$ cat src/rtl/io_timer_irq.sv
// IO-store-mapped timer: prescaled 32-bit up-counter with compare match, sticky pending flag and level IRQ.
// Optional `IO_TIMER_AUTO_RELOAD_EN: counter returns to 0 on a match tick (periodic interrupt).
module io_timer_irq #(
   parameter int PRESC_W = 8,
   parameter int LED_W   = 3
) (
   input  logic             clk,
   input  logic             rst,
   input  logic [11:2]      st_adr_io,
   input  logic [31:0]      st_data_io,
   input  logic [3:0]       st_we_io,
   output logic             interrupt_0,
   output logic [LED_W-1:0] led,
   output logic [31:0]      timer_count
);

   localparam logic [9:0] ADR_CTRL    = 10'h000;
   localparam logic [9:0] ADR_COMPARE = 10'h001;
   localparam logic [9:0] ADR_STATUS  = 10'h002;
   localparam logic [9:0] ADR_COUNT   = 10'h003;
   localparam logic [9:0] ADR_LED     = 10'h004;

   logic               en_q, en_d;
   logic               irq_en_q, irq_en_d;
   logic [PRESC_W-1:0] presc_q, presc_d;
   logic [PRESC_W-1:0] presc_cnt_q, presc_cnt_d;
   logic [31:0]        compare_q, compare_d;
   logic [31:0]        count_q, count_d;
   logic               pending_q, pending_d;
   logic [LED_W-1:0]   led_q, led_d;
   logic               irq_q, irq_d;

   logic        wr, sel_ctrl, sel_compare, sel_status, sel_count, sel_led;
   logic        tick, match, w1c;
   logic [31:0] ctrl_old, ctrl_new, led_old, led_new, compare_new, count_new;

   function automatic logic [31:0] merge_bytes(input logic [31:0] old_v,
                                               input logic [31:0] new_v,
                                               input logic [3:0]  we);
      logic [31:0] res;
      for (int b = 0; b < 4; b++) begin
         res[8*b +: 8] = we[b] ? new_v[8*b +: 8] : old_v[8*b +: 8];
      end
      return res;
   endfunction

   assign wr          = |st_we_io;
   assign sel_ctrl    = wr && (st_adr_io == ADR_CTRL);
   assign sel_compare = wr && (st_adr_io == ADR_COMPARE);
   assign sel_status  = wr && (st_adr_io == ADR_STATUS);
   assign sel_count   = wr && (st_adr_io == ADR_COUNT);
   assign sel_led     = wr && (st_adr_io == ADR_LED);

   // Registers are packed into their 32-bit bus images so byte enables merge uniformly.
   always_comb begin
      ctrl_old                  = '0;
      ctrl_old[0]               = en_q;
      ctrl_old[1]               = irq_en_q;
      ctrl_old[8 +: PRESC_W]    = presc_q;
      led_old                   = '0;
      led_old[LED_W-1:0]        = led_q;
      ctrl_new    = merge_bytes(ctrl_old, st_data_io, st_we_io);
      led_new     = merge_bytes(led_old, st_data_io, st_we_io);
      compare_new = merge_bytes(compare_q, st_data_io, st_we_io);
      count_new   = merge_bytes(count_q, st_data_io, st_we_io);
   end

   assign tick  = en_q && (presc_cnt_q == presc_q);
   assign match = tick && (count_q == compare_q);
   assign w1c   = sel_status && st_we_io[0] && st_data_io[0];

   always_comb begin
      en_d        = en_q;
      irq_en_d    = irq_en_q;
      presc_d     = presc_q;
      compare_d   = compare_q;
      led_d       = led_q;
      presc_cnt_d = presc_cnt_q;
      count_d     = count_q;
      pending_d   = pending_q;
      irq_d       = pending_q & irq_en_q;

      if (sel_ctrl) begin
         en_d     = ctrl_new[0];
         irq_en_d = ctrl_new[1];
         presc_d  = ctrl_new[8 +: PRESC_W];
      end
      if (sel_compare) compare_d = compare_new;
      if (sel_led)     led_d     = led_new[LED_W-1:0];

      if (en_q) begin
         presc_cnt_d = tick ? '0 : presc_cnt_q + PRESC_W'(1);
      end

      if (tick) begin
`ifdef IO_TIMER_AUTO_RELOAD_EN
         count_d = match ? 32'd0 : count_q + 32'd1;
`else
         count_d = count_q + 32'd1;
`endif
      end

      // A COUNT store overrides this cycle's tick and restarts the prescale period.
      if (sel_count) begin
         count_d     = count_new;
         presc_cnt_d = '0;
      end

      if (match)    pending_d = 1'b1;
      else if (w1c) pending_d = 1'b0;
   end

   always_ff @(posedge clk) begin
      if (rst) begin
         en_q        <= 1'b0;
         irq_en_q    <= 1'b0;
         presc_q     <= '0;
         presc_cnt_q <= '0;
         compare_q   <= '0;
         count_q     <= '0;
         pending_q   <= 1'b0;
         led_q       <= '0;
         irq_q       <= 1'b0;
      end else begin
         en_q        <= en_d;
         irq_en_q    <= irq_en_d;
         presc_q     <= presc_d;
         presc_cnt_q <= presc_cnt_d;
         compare_q   <= compare_d;
         count_q     <= count_d;
         pending_q   <= pending_d;
         led_q       <= led_d;
         irq_q       <= irq_d;
      end
   end

   assign interrupt_0 = irq_q;
   assign led         = led_q;
   assign timer_count = count_q;

endmodule

$ cat config.mk
export PLATFORM = sky130hd
export DESIGN_NAME = io_timer_irq
export DESIGN_NICKNAME = d
export VERILOG_FILES = /design/src/rtl/io_timer_irq.sv
export SDC_FILE = /design/constraint.sdc
export NUM_CORES = 1
export LEC_CHECK = 0
export CORE_UTILIZATION = 50
export CTS_CLUSTER_SIZE = 16
export DETAILED_ROUTE_END_ITERATION = 6
export PLACE_DENSITY = 0.77
export SYNTH_ARGS = -nofsm -noshare
export SYNTH_HDL_FRONTEND = slang
export SYNTH_SLANG_ARGS = --single-unit
$ cat constraint.sdc
create_clock -name clk -period 2.13 [get_ports clk]
set_input_delay 0.213 -clock clk [delete_from_list [all_inputs] [get_ports clk]]
set_output_delay 0.213 -clock clk [all_outputs]
set_load 0.02 [all_outputs]
==> flow_metrics.py <==
metrics = {
    "sta": {
        "tns_ps": 0,
        "max_freq_mhz": 485,
        "drv_slew": 0,
        "relSlewSlack": 0.623,
        "finalCriticalPeriod_ps": 2060,
        "worst_pin_slew_ps": 561,
        "hold_ws_ps": 388,
        "hold_violations": 0,
        "setup_viol": 0,
        "fin_crit_sh": 0.967,
        "finClkSkew_ps": 7.04,
    },
    "setup_path": {
        "cp.required_ps": 2410,
        "critical_path_peak_fanout": 14,
        "cp-end-kind": "register",
        "critPathLaunchType": "register",
        "crit_start": "presc_cnt_q[1]",
        "cp.arrival_ps": 2340,
        "worstReg2RegStart": "presc_cnt_q[1]",
        "crit_type": "reg2reg",
    },
    "logic_synthesis": {
        "ys_warn_count": 0,
        "syn_inst": 559,
        "yosys.area.top_type": "dfxtp_1",
        "synthDistinctLibCells": 62,
        "syn_area_um2": 4640,
        "ys_top_cells_by_area": "dfxtp_1, nand3_1, a21oi_1",
        "async_reset_ff_frac": 0,
        "synth.ff_latch_count": 87,
        "avgSynthCellArea_um2": 8.31,
        "synth-seq-area-share": 0.375,
        "synth_edf_count": 0,
        "synth_flop_cell": "dfxtp_1",
        "synth_nets": 609,
        "synth.top_cell.area_share": 0.375,
    },
    "die": {
        "die_w_um": 98.4,
        "io_pins": 84,
        "placementRows": 34,
        "core_area_um2": 8850,
        "start_util": 0.525,
        "die_area_um2": 9680,
        "die_y_um": 98.4,
    },
    "final_layout": {
        "mostFrequentLayoutCell": "dfxtp_1",
        "area_growth_pct": 35.2,
        "final_util": 0.709,
        "layout.nets": 739,
        "n_antenna_cell": 0,
        "drive_above_1_share": 0.163,
        "layout_common_cells": "dfxtp_1, clkdlybuf4s50_1, buf_4, nand2_1, nand3_1",
        "stdcell_area_um2": 6280,
    },
    "place": {
        "io_buffers": 83,
        "routabilityCongestion": 0.876,
        "hpwl_um": 10400,
        "post_dp_cell_area_um2": 5960,
    },
    "clock_tree": {
        "cts.sinks": 87,
        "path_clk_slew_ps": 90,
        "cts_max_level": 3,
        "cts_root_buffer": "clkbuf_8",
        "clock_latency_ps": 350,
        "tritoncts": "yes",
        "postCtsHoldBufs": 0,
        "clockBufferDepth": 2,
        "cts_inserted_buffers": 9,
    },
    "flow_run": {
        "cap_violations": 0,
    },
    "power": {
        "peakVddDrop_mv": 0.302,
        "swShare": 0.228,
        "p_per_area_nw_per_um2": 472,
        "cellInternalPower_mw": 2.29,
        "pwr-share-clk": 0.381,
        "leakagePower_nw": 2.42,
        "p_switching_mw": 0.677,
        "power_frac_seq": 0.548,
        "comb_power_share": 0.070,
    },
    "global_route": {
        "antenna_found_initial": 0,
        "grt_pass1_vias": 4706,
        "grt_max_degree": 36,
        "gr-total-overflow": 0,
        "grt_pass1_wl_um": 23300,
        "grt_usage": 0.305,
    },
    "routing": {
        "drt_first_pass_iters": 7,
        "dr_total_vias": 4934,
        "drc": 0,
        "wl_per_cell_um": 18.3,
        "drt_wl_total_um": 14600,
        "drt-initial-drc-count": 418,
        "via_per_inst": 6.17,
        "postRouteAntennaNets": 0,
    },
    "hold_path": {
        "hp-class": "in2reg",
        "hold_path_startpoint": "rst",
    },
    "status": {
        "status": "finished clean",
    },
}
## kinds of logic (layout without fill, tap and decap cells)
kind of cell,after synthesis,in the layout,synth area share
and+or+nand+nor,255,255,0.302
AOI/OAI and AO/OA,112,112,0.152
DFF,87,87,0.375
xor gates and xnor gates,51,51,0.0962
buffers and inverters,38,171,0.0385
muxes,14,14,0.0304
adders and majority gates,2,2,0.00539
## cells in the mapped netlist (3+ instances only)
cell and number:
a211oi_1 6, a21oi_1 56, a31oi_1 6, and2_1 4, and3_1 12, and4_1 4
buf_2 11, clkbuf_1 19, dfxtp_1 87, inv_1 4, mux2i_1 13, nand2_1 61
nand3_1 60, nand4_1 21, nor2_1 44, nor3_1 10, nor3b_1 3, nor4_1 9
nor4_4 5, o211a_1 3, o211ai_1 6, o21a_1 5, o21ai_0 9, xnor2_1 27
xor2_1 24
## metal layers
layer	global-route usage	part of all wire	vias up
met2	0.501	0.47	240
met4	0.147	0.031	0
met5	0	0	-
met3	0.0451	0.075	40
met1	0.395	0.42	2362
li1	-	-	2292
## path summary, 6_finish.rpt
path                                        end  slack [ps]  cells past startpoint
worst max register to register  timer_count[20]          70                      8
worst min register to register    compare_q[25]         470                      2
worst min-delay path                 presc_q[7]         390                      3
worst max-delay path            timer_count[20]          70                      8
## final cells by class
type,count,area [um^2]
Fill cell,707,2570
Inverter,4,15.0
Multi-Input combinational cell,434,2770
Timing Repair Buffer,153,1420
Sequential cell,87,1750
Tap cell,108,135
Clock buffer,10,138
Clock inverter,4,47.5
## state kept, by name (all words and copies together), names as in the netlist
register / count
irq_en_q: 1
compare_q: 32
presc_q: 8
led: 3
en_q: 1
interrupt_0: 1
timer_count: 32
presc_cnt_q: 8
pending_q: 1
## power by group through the flow
stage / combinational, mW / sequential [mW] / clock [mW]
floorplan: 0.0607 / 1.66 / 0
global placement: 0.203 / 1.66 / 0
detailed placement: 0.203 / 1.66 / 0
CTS: 0.205 / 1.63 / 1.15
global route: 0.218 / 1.63 / 1.21
finish: 0.209 / 1.63 / 1.13
## repair_timing
item / 4_1_cts / 5_1_grt
pin swaps: 0 / 8
setup endpoints to repair: 5 / 22
resized for setup: 3 / 16
endpoints found under the hold margin: 0 / 0
gates cloned: 0 / 1
setup buffers: 1 / 4
## critical path, stage by stage (launching register included)
cell and delay (ps):
dfxtp_2 340, xnor2_2 170, nand4_1 220, nor4_4 410, buf_4 210, buf_12 150
nand4_1 120, or2_1 230, a31oi_1 150
## stage by stage
step	instances	total power, mW	setup slack, ps
after floorplan	559	1.73	12.2
after global placement	780	1.87	-292
after detailed placement	780	1.87	-365
after CTS	795	2.98	0.771
after global routing	800	3.06	-36.0
final	800	2.96	69.5
Note: power is estimated with default switching activity, not from simulation.
